## config.mk

```make
export PLATFORM = sky130hd
export DESIGN_NAME = sequenciador_entrada
export DESIGN_NICKNAME = d
export VERILOG_FILES = /design/src/rtl/sequenciador_entrada.sv
export SDC_FILE = /design/constraint.sdc
export NUM_CORES = 1
export LEC_CHECK = 0
export CAP_MARGIN = 25
export CORE_MARGIN = 2
export CORE_UTILIZATION = 55
export DETAILED_ROUTE_END_ITERATION = 12
export GPL_ROUTABILITY_DRIVEN = 0
export PLACE_DENSITY = 0.76
export SYNTH_ARGS = -nofsm -noshare
export SYNTH_HDL_FRONTEND = slang
export SYNTH_SLANG_ARGS = --single-unit
```

## constraint.sdc

```tcl
create_clock -name clk -period 2.3 [get_ports clk]
set_input_delay 0.23 -clock clk [delete_from_list [all_inputs] [get_ports clk]]
set_output_delay 0.23 -clock clk [all_outputs]
set_load 0.05 [all_outputs]
```

## src/rtl/sequenciador_entrada.sv

```systemverilog
// Code sequencer ahead of the 5-bit 7-segment decoder: auto-advance from a prescaled tick,
// manual step from a debounced button, direct load, and a one-cycle change pulse.
module sequenciador_entrada #(
    parameter int unsigned DIV_TICK     = 50_000_000,
    parameter int unsigned DEBOUNCE_CYC = 16
) (
    input  logic       clk,
    input  logic       rst_n,
    input  logic       habilita,
    input  logic       sentido,
    input  logic       passo,
    input  logic       carrega,
    input  logic [0:4] valor_carga,
    output logic [0:4] codigo,
    output logic       novo
);

    localparam int unsigned PW = $clog2(DIV_TICK);
    localparam int unsigned CW = $clog2(DEBOUNCE_CYC);
    localparam logic [PW-1:0] PRE_MAX = PW'(DIV_TICK - 1);
    localparam logic [CW-1:0] CNT_MAX = CW'(DEBOUNCE_CYC - 1);

    typedef enum logic [1:0] {
        StOcioso,
        StFiltrando,
        StPressionado,
        StLiberando
    } estado_t;

    logic [PW-1:0] pre_q, pre_d;
    logic          tick;
    logic          sync1_q, ps_q;
    estado_t       estado_q, estado_d;
    logic [CW-1:0] cnt_q, cnt_d;
    logic          passo_ok;
    logic [0:4]    codigo_q, codigo_d;
    logic          novo_q, novo_d;

    // Prescaler: a load restarts the tick period from zero.
    always_comb begin
        tick = habilita && (pre_q == PRE_MAX);
        if (!habilita || carrega || tick) begin
            pre_d = '0;
        end else begin
            pre_d = pre_q + PW'(1);
        end
    end

    always_comb begin
        estado_d = estado_q;
        cnt_d    = cnt_q;
        passo_ok = 1'b0;
        unique case (estado_q)
            StOcioso: begin
                if (ps_q) begin
                    estado_d = StFiltrando;
                    cnt_d    = '0;
                end
            end
            StFiltrando: begin
                if (!ps_q) begin
                    estado_d = StOcioso;
                end else if (cnt_q == CNT_MAX) begin
                    estado_d = StPressionado;
                    passo_ok = 1'b1;
                end else begin
                    cnt_d = cnt_q + CW'(1);
                end
            end
            StPressionado: begin
                if (!ps_q) begin
                    estado_d = StLiberando;
                    cnt_d    = '0;
                end
            end
            StLiberando: begin
                if (ps_q) begin
                    estado_d = StPressionado;
                end else if (cnt_q == CNT_MAX) begin
                    estado_d = StOcioso;
                end else begin
                    cnt_d = cnt_q + CW'(1);
                end
            end
            default: estado_d = StOcioso;
        endcase
    end

    // Load wins over step and tick; a simultaneous step and tick give a single step.
    always_comb begin
        codigo_d = codigo_q;
        novo_d   = 1'b0;
        if (carrega) begin
            codigo_d = valor_carga;
            novo_d   = 1'b1;
        end else if (passo_ok || tick) begin
            codigo_d = sentido ? codigo_q + 5'd1 : codigo_q - 5'd1;
            novo_d   = 1'b1;
        end
    end

    always_ff @(posedge clk or negedge rst_n) begin
        if (!rst_n) begin
            pre_q    <= '0;
            sync1_q  <= 1'b0;
            ps_q     <= 1'b0;
            estado_q <= StOcioso;
            cnt_q    <= '0;
            codigo_q <= '0;
            novo_q   <= 1'b0;
        end else begin
            pre_q    <= pre_d;
            sync1_q  <= passo;
            ps_q     <= sync1_q;
            estado_q <= estado_d;
            cnt_q    <= cnt_d;
            codigo_q <= codigo_d;
            novo_q   <= novo_d;
        end
    end

    assign codigo = codigo_q;
    assign novo   = novo_q;

endmodule

```

==> results of run 1 <==
## metrics by stage
| stage | std cells | power [mW] | util, % | hold slack (ps) |
|---|---|---|---|---|
| floorplan | 208 | 0.8840 | - | -65.59 |
| finish | 278 | 1.742 | 67.11 | 38.81 |
| detailed placement | 270 | 0.9673 | 62.74 | 337.0 |
| CTS | 278 | 1.756 | 67.11 | 69.56 |
| global route | 278 | 1.811 | 67.11 | 105.2 |
| global placement | 270 | 0.9572 | 62.74 | 332.0 |
## cell families after synthesis
logic type      share of synthesized area [%]
buf+inv                                 2.791
xor+xnor                                10.62
mux                                     1.638
compound gates                          9.406
flops                                   48.54
fa+ha+maj                               4.005
simple gates                            23.00
## final timing paths
check | from | endpoint | slack [ps] | cells after the start
hold reg to reg | sync1_q$_DFF_PN0_ | ps_q$_DFF_PN0_ | 350 | 0
setup reg to reg | pre_q[8]$_DFF_PN0_ | codigo[2]$_DFFE_PN0P_ | 300 | 5
min in group clk | sync1_q$_DFF_PN0_ | ps_q$_DFF_PN0_ | 350 | 0
max in group asynchronous | rst_n | sync1_q$_DFF_PN0_ | 1720 | 1
setup / recovery | pre_q[8]$_DFF_PN0_ | codigo[2]$_DFFE_PN0P_ | 300 | 5
hold / removal | rst_n | codigo[4]$_DFFE_PN0P_ | 40 | 1
## worst reg2reg max path, cell delays in order (launching register included)
cell	delay [ps]
sky130_fd_sc_hd__dfrtp_1	420
sky130_fd_sc_hd__nor4b_1	370
sky130_fd_sc_hd__nand4_1	180
sky130_fd_sc_hd__o31a_1	420
sky130_fd_sc_hd__or3_1	390
sky130_fd_sc_hd__a2bb2oi_1	150
## cell usage after synthesis
cell | n | area share, %
sky130_fd_sc_hd__dfrtp_1 | 40 | 49
sky130_fd_sc_hd__nor2_1 | 28 | 5.1
sky130_fd_sc_hd__xnor2_1 | 19 | 8.1
sky130_fd_sc_hd__nand3_1 | 13 | 3.2
sky130_fd_sc_hd__nand2_1 | 10 | 1.8
sky130_fd_sc_hd__a21oi_1 | 9 | 2.2
sky130_fd_sc_hd__inv_1 | 8 | 1.5
sky130_fd_sc_hd__and3_1 | 6 | 1.8
sky130_fd_sc_hd__nor3_1 | 6 | 1.5
sky130_fd_sc_hd__o21ai_0 | 6 | 1.5
sky130_fd_sc_hd__xor2_1 | 6 | 2.5
sky130_fd_sc_hd__ha_1 | 5 | 3.0
sky130_fd_sc_hd__nor4_1 | 5 | 1.5
sky130_fd_sc_hd__a22o_1 | 4 | 1.7
sky130_fd_sc_hd__clkbuf_1 | 4 | 0.73
sky130_fd_sc_hd__nand4_1 | 4 | 1.2
sky130_fd_sc_hd__nor2b_1 | 4 | 1.2
sky130_fd_sc_hd__or3_1 | 4 | 1.2
sky130_fd_sc_hd__a2bb2oi_1 | 3 | 1.3
sky130_fd_sc_hd__mux2_2 | 3 | 1.6
sky130_fd_sc_hd__and2_1 | 2 | 0.61
sky130_fd_sc_hd__and4_1 | 2 | 0.85
sky130_fd_sc_hd__nand2b_1 | 2 | 0.61
sky130_fd_sc_hd__a21o_1 | 1 | 0.36
sky130_fd_sc_hd__and3b_1 | 1 | 0.42
sky130_fd_sc_hd__buf_2 | 1 | 0.24
sky130_fd_sc_hd__buf_4 | 1 | 0.36
sky130_fd_sc_hd__fa_1 | 1 | 0.97
sky130_fd_sc_hd__nand3_2 | 1 | 0.49
sky130_fd_sc_hd__nand3b_1 | 1 | 0.36
sky130_fd_sc_hd__nand4b_1 | 1 | 0.42
sky130_fd_sc_hd__nor4b_1 | 1 | 0.42
sky130_fd_sc_hd__o21a_1 | 1 | 0.36
sky130_fd_sc_hd__o311a_1 | 1 | 0.49
sky130_fd_sc_hd__o311ai_2 | 1 | 0.79
sky130_fd_sc_hd__o31a_1 | 1 | 0.42
sky130_fd_sc_hd__o31ai_1 | 1 | 0.36
sky130_fd_sc_hd__or2_2 | 1 | 0.30
## sequential cells by signal (all words and copies together) (netlist names), named ones only
| register | cells |
|---|---|
| sync1_q | 1 |
| codigo | 5 |
| pre_q | 26 |
| cnt_q | 4 |
| ps_q | 1 |
| novo | 1 |
| estado_q | 1 |
## cell type report
cell class	instances	area, sq um	area share, %
clock buffer	5	68.82	2.822
clock inverter	3	90.09	3.694
inverter	8	30.03	1.231
multi-input combinational	154	1003	41.15
sequential	40	1001	41.05
tap	48	60.06	2.463
timing repair buffer	20	185.2	7.594
## per-layer routing
| layer | up-vias | routed length (um) | GRT usage [%] | share of wire [%] |
|---|---|---|---|---|
| met5 | - | 0 | 0 | 0 |
| met4 | 0 | 69 | 8.333 | 1.8 |
| met3 | 9 | 147 | 5.651 | 3.8 |
| met2 | 22 | 2002 | 37.63 | 51 |
| met1 | 754 | 1696 | 25.28 | 43 |
| li1 | 766 | - | - | - |
## report_power, final
part           internal [mW]  switching (mW)
sequential             0.728          0.0249
clock                  0.543           0.247
combinational         0.0865           0.113
==> impl_metrics.env, run 1 <==
export IMPL_run_status="completed"
export IMPL_drive_above_1_share_pct=8.261
export IMPL_yosysUniqueCellTypes=38
export IMPL_synth_seq_cells=40
export IMPL_ys_seq_area_share_pct=48.54
export IMPL_final_period_minus_worst_setup_slack_ps=1998
export IMPL_critical_path_top_delay_family="simple AND/OR/NAND/NOR gates"
export IMPL_globalRouteOverflowTotal=0
export IMPL_track_usage_pct=21.54
export IMPL_setup_tns_final_ps=0
export IMPL_cts_resized=0
export IMPL_detailed_place_hpwl_um=2800
export IMPL_pins_over_slew_limit=0
export IMPL_core_rowCount=22
export IMPL_ant_nets=0
export IMPL_num_vias=1551
export IMPL_post_cts_repair_setup_buffers=0
export IMPL_post_place_ws_ps=126.7
export IMPL_worst_slack_ps=302.1
export IMPL_die_h_um=65.23
export IMPL_synth_cell_area_sq_mm=0.002062
export IMPL_grt_start_max_net_pins=41
export IMPL_path_clk_slew_ps=70
export IMPL_critical_path_endpoint_type="register"
export IMPL_unrepaired_setup_endpoints_after_global_routing="no"
export IMPL_worstSetupPathType="register to register"
export IMPL_clockBufferDepth=2
export IMPL_power_density_mw_per_mm2=714.3
export IMPL_final_setup_fails=0
export IMPL_worst_clock_skew_ps=4.446
export IMPL_tritoncts_num_sinks=40
export IMPL_achievable_frequency_ghz=0.5005
export IMPL_final_hold_violation_count=0
export IMPL_post_route_period_util_pct=86.86
export IMPL_synthesis_yosys_warnings=0
export IMPL_worstPathRequired_ps=2520
export IMPL_num_antenna_cells=0
export IMPL_first_global_vias=1548
export IMPL_mostFrequentLayoutCell="sky130_fd_sc_hd__dfrtp_1"
export IMPL_worst_slew_pin_tran_ps=864.3
export IMPL_post_route_drc_count=0
export IMPL_area_growth_pct=18.26
export IMPL_route_detailed_vias_per_inst=5.579
export IMPL_cts_tree="yes"
export IMPL_cts_htree_levels=2
export IMPL_final_nets=246
export IMPL_max_cap_violations=0
export IMPL_grt_first_pass_wirelength_um=6962
export IMPL_power_ir_vdd_worst_mv=0.5010
export IMPL_netlist_instances=208
export IMPL_finalInstanceArea_sq_mm=0.002439
export IMPL_layout_common_cells="sky130_fd_sc_hd__dfrtp_1, sky130_fd_sc_hd__nor2_1, sky130_fd_sc_hd__xnor2_1"
export IMPL_cts_root_buf="sky130_fd_sc_hd__clkbuf_8"
export IMPL_fp_coreArea_sq_mm=0.003633
export IMPL_detailedRoute_firstPassIterationCount=4
export IMPL_critical_path_buf_inv_count=0
export IMPL_synthesis_nets=225
export IMPL_io_pins=17
export IMPL_max_stage_delay_ps=420
export IMPL_worstSetupStartpointType="register"
export IMPL_die_width_um=65.23
export IMPL_postRouteWirelength_um=3916
export IMPL_clkLatencyLatePin_ps=300
export IMPL_p_leak_nw=1.003
export IMPL_io_buffer_count=16
export IMPL_arrival_ps=2220
export IMPL_syn_avg_cell_area_sq_um=9.913
export IMPL_post_cts_hold_buffer_count=0
export IMPL_fillerInstances=273
export IMPL_crit_fanout=8
export IMPL_dieArea_sq_mm=0.004255
export IMPL_antenna_found_initial=0
export IMPL_drt_first_iter_violations=76
export IMPL_slew_headroom_pct=42.38
export IMPL_critPathSlowestCell="sky130_fd_sc_hd__dfrtp_1"
export IMPL_numCtsBuffers=5
export IMPL_path_cells="nor4b_1 -> nand4_1 -> o31a_1 -> or3_1 -> a2bb2oi_1"
export IMPL_placed_instance_area_sq_mm=0.002280
export IMPL_post_detailed_route_wirelength_per_cell_um=14.09
export IMPL_hold_path_class="primary input to async pin"
export IMPL_initial_core_util_pct=56.75
Note: power is estimated with default switching activity, not from simulation.
==> run 2, diff against run 1 <==
--- a/config.mk
+++ b/config.mk
@@ -10,7 +10,7 @@
 export CORE_UTILIZATION = 55
 export DETAILED_ROUTE_END_ITERATION = 12
 export GPL_ROUTABILITY_DRIVEN = 0
-export PLACE_DENSITY = 0.76
+export PLACE_DENSITY = 0.77
 export SYNTH_ARGS = -nofsm -noshare
 export SYNTH_HDL_FRONTEND = slang
 export SYNTH_SLANG_ARGS = --single-unit
==> impl_metrics.env, run 2 (same netlist as run 1, synthesis figures left out) <==
export IMPL_run_status="completed"
export IMPL_antenna_found_initial=0
export IMPL_worstSetupPathType="register to register"
export IMPL_largest_reg_flops=26
export IMPL_worstSetupStartpointType="register"
export IMPL_detailed_place_hpwl_um=2792
export IMPL_critPathSlowestCell="sky130_fd_sc_hd__o31a_1"
export IMPL_worstPathRequired_ps=2520
export IMPL_post_cts_hold_buffer_count=0
export IMPL_cts_tree="yes"
export IMPL_arrival_ps=2230
export IMPL_postRouteWirelength_um=3966
export IMPL_area_growth_pct=16.32
export IMPL_setup_tns_final_ps=0
export IMPL_cts_root_buf="sky130_fd_sc_hd__clkbuf_8"
export IMPL_final_period_minus_worst_setup_slack_ps=2012
export IMPL_die_h_um=65.23
export IMPL_met1Wirelength_um=1830
export IMPL_final_instance_count_excl_fill=279
export IMPL_die_width_um=65.23
export IMPL_met2_length_um=1906
export IMPL_post_detailed_route_wirelength_per_cell_um=14.22
export IMPL_achievable_frequency_ghz=0.4971
export IMPL_post_layout_total_power_mw=1.526
export IMPL_worst_clock_skew_ps=8.519
export IMPL_core_rowCount=22
export IMPL_final_nets=247
export IMPL_tritoncts_num_sinks=40
export IMPL_grt_first_pass_wirelength_um=6879
export IMPL_num_vias=1554
export IMPL_post_place_ws_ps=170.3
export IMPL_power_combinational_fraction_pct=13.2
export IMPL_first_global_vias=1555
export IMPL_post_route_drc_count=0
export IMPL_initial_core_util_pct=56.75
export IMPL_dr_wl_met3_um=143
export IMPL_numCtsBuffers=5
export IMPL_drt_first_iter_violations=100
export IMPL_cts_resized=0
export IMPL_dieArea_sq_mm=0.004255
export IMPL_grt_start_max_net_pins=41
export IMPL_pwr_share_seq_pct=49.2
export IMPL_power_ir_vdd_worst_mv=0.5092
export IMPL_crit_fanout=8
export IMPL_clock_power_share_pct=37.6
export IMPL_detailedRoute_firstPassIterationCount=4
export IMPL_power_internal_mw=1.136
export IMPL_worst_slew_pin_tran_ps=873.2
export IMPL_clockBufferDepth=2
export IMPL_drive_above_1_share_pct=8.658
export IMPL_hold_path_class="primary input to async pin"
export IMPL_route_detailed_vias_per_inst=5.570
export IMPL_total_switching_power_mw=0.3898
export IMPL_critical_path_endpoint_type="register"
export IMPL_io_pins=17
export IMPL_post_cts_repair_setup_buffers=0
export IMPL_layout_common_cells="sky130_fd_sc_hd__dfrtp_1, sky130_fd_sc_hd__nor2_1, sky130_fd_sc_hd__xnor2_1"
export IMPL_max_stage_delay_ps=430
export IMPL_power_density_mw_per_mm2=636.3
export IMPL_power_switching_fraction_pct=25.54
export IMPL_post_route_period_util_pct=87.46
export IMPL_path_clk_slew_ps=80
export IMPL_ant_nets=0
export IMPL_max_cap_violations=0
export IMPL_path_cells="nor4b_1 -> nand4_1 -> o31a_1 -> or3_1 -> a2bb2oi_1"
export IMPL_clkLatencyLatePin_ps=300
export IMPL_finalInstanceArea_sq_mm=0.002399
export IMPL_final_setup_fails=0
export IMPL_io_buffer_count=16
export IMPL_p_leak_nw=0.9840
export IMPL_placed_cells=271
export IMPL_pins_over_slew_limit=0
export IMPL_fp_coreArea_sq_mm=0.003633
export IMPL_mostFrequentLayoutCell="sky130_fd_sc_hd__dfrtp_1"
export IMPL_critical_path_top_delay_family="simple AND/OR/NAND/NOR gates"
export IMPL_unrepaired_setup_endpoints_after_global_routing="no"
export IMPL_num_antenna_cells=0
export IMPL_final_hold_violation_count=0
export IMPL_worst_slack_ps=288.5
export IMPL_largest_register="pre_q"
export IMPL_track_usage_pct=21.58
export IMPL_highest_layer="met4"
export IMPL_slew_headroom_pct=41.79
export IMPL_cts_htree_levels=2
export IMPL_critical_path_buf_inv_count=0
export IMPL_globalRouteOverflowTotal=0
export IMPL_placed_instance_area_sq_mm=0.002287
run 2: changes by cell type in the layout (fill, tap and decap cells not counted):
cell                         change
sky130_fd_sc_hd__bufinv_16       -2
sky130_fd_sc_hd__buf_4           +1
sky130_fd_sc_hd__clkinv_2        +1
sky130_fd_sc_hd__clkinvlp_4      +1
run 2: metal layers:
metal  up-vias  GRT usage (%)
li1        769              -
met1       755          25.85
met2        24          36.35
met3         6          5.479
met4         0          10.16
met5         -              0
run 2: through the flow:
| step | utilization (%) | hold slack [ps] |
|---|---|---|
| after global routing | 66.01 | 123.2 |
| final | 66.01 | 48.03 |
| after global placement | 62.95 | 332.4 |
| after CTS | 66.01 | 70.48 |
| after detailed placement | 62.95 | 345.0 |
| after floorplan | - | -65.59 |
run 2: worst paths after layout:
path,slack [ps],startpoint,end,cells after the start
worst max-delay path,290,pre_q[8]$_DFF_PN0_,codigo[2]$_DFFE_PN0P_,5
worst max register to register,290,pre_q[8]$_DFF_PN0_,codigo[2]$_DFFE_PN0P_,5
worst min register to register,350,sync1_q$_DFF_PN0_,ps_q$_DFF_PN0_,0
worst min-delay path,50,rst_n,pre_q[10]$_DFF_PN0_,1
max in group asynchronous,1710,rst_n,pre_q[25]$_DFF_PN0_,1
min in group clk,350,sync1_q$_DFF_PN0_,ps_q$_DFF_PN0_,0
run 2: power groups by stage:
stage                     registers (mW)  logic [mW]  clock network [mW]
after detailed placement           0.766       0.202                   0
after global routing               0.755       0.221               0.610
after CTS                          0.751       0.204               0.590
after floorplan                    0.802      0.0822                   0
final                              0.752       0.201               0.574
after global placement             0.764       0.199                   0
run 2: layout make-up:
class                           instances  area, sq um
Tap cell                               48        60.06
Multi-Input combinational cell        154         1003
Clock buffer                            5        68.82
Sequential cell                        40         1001
Fill cell                             294         1235
Timing Repair Buffer                   21        192.7
Inverter                                8        30.03
Clock inverter                          3        42.54
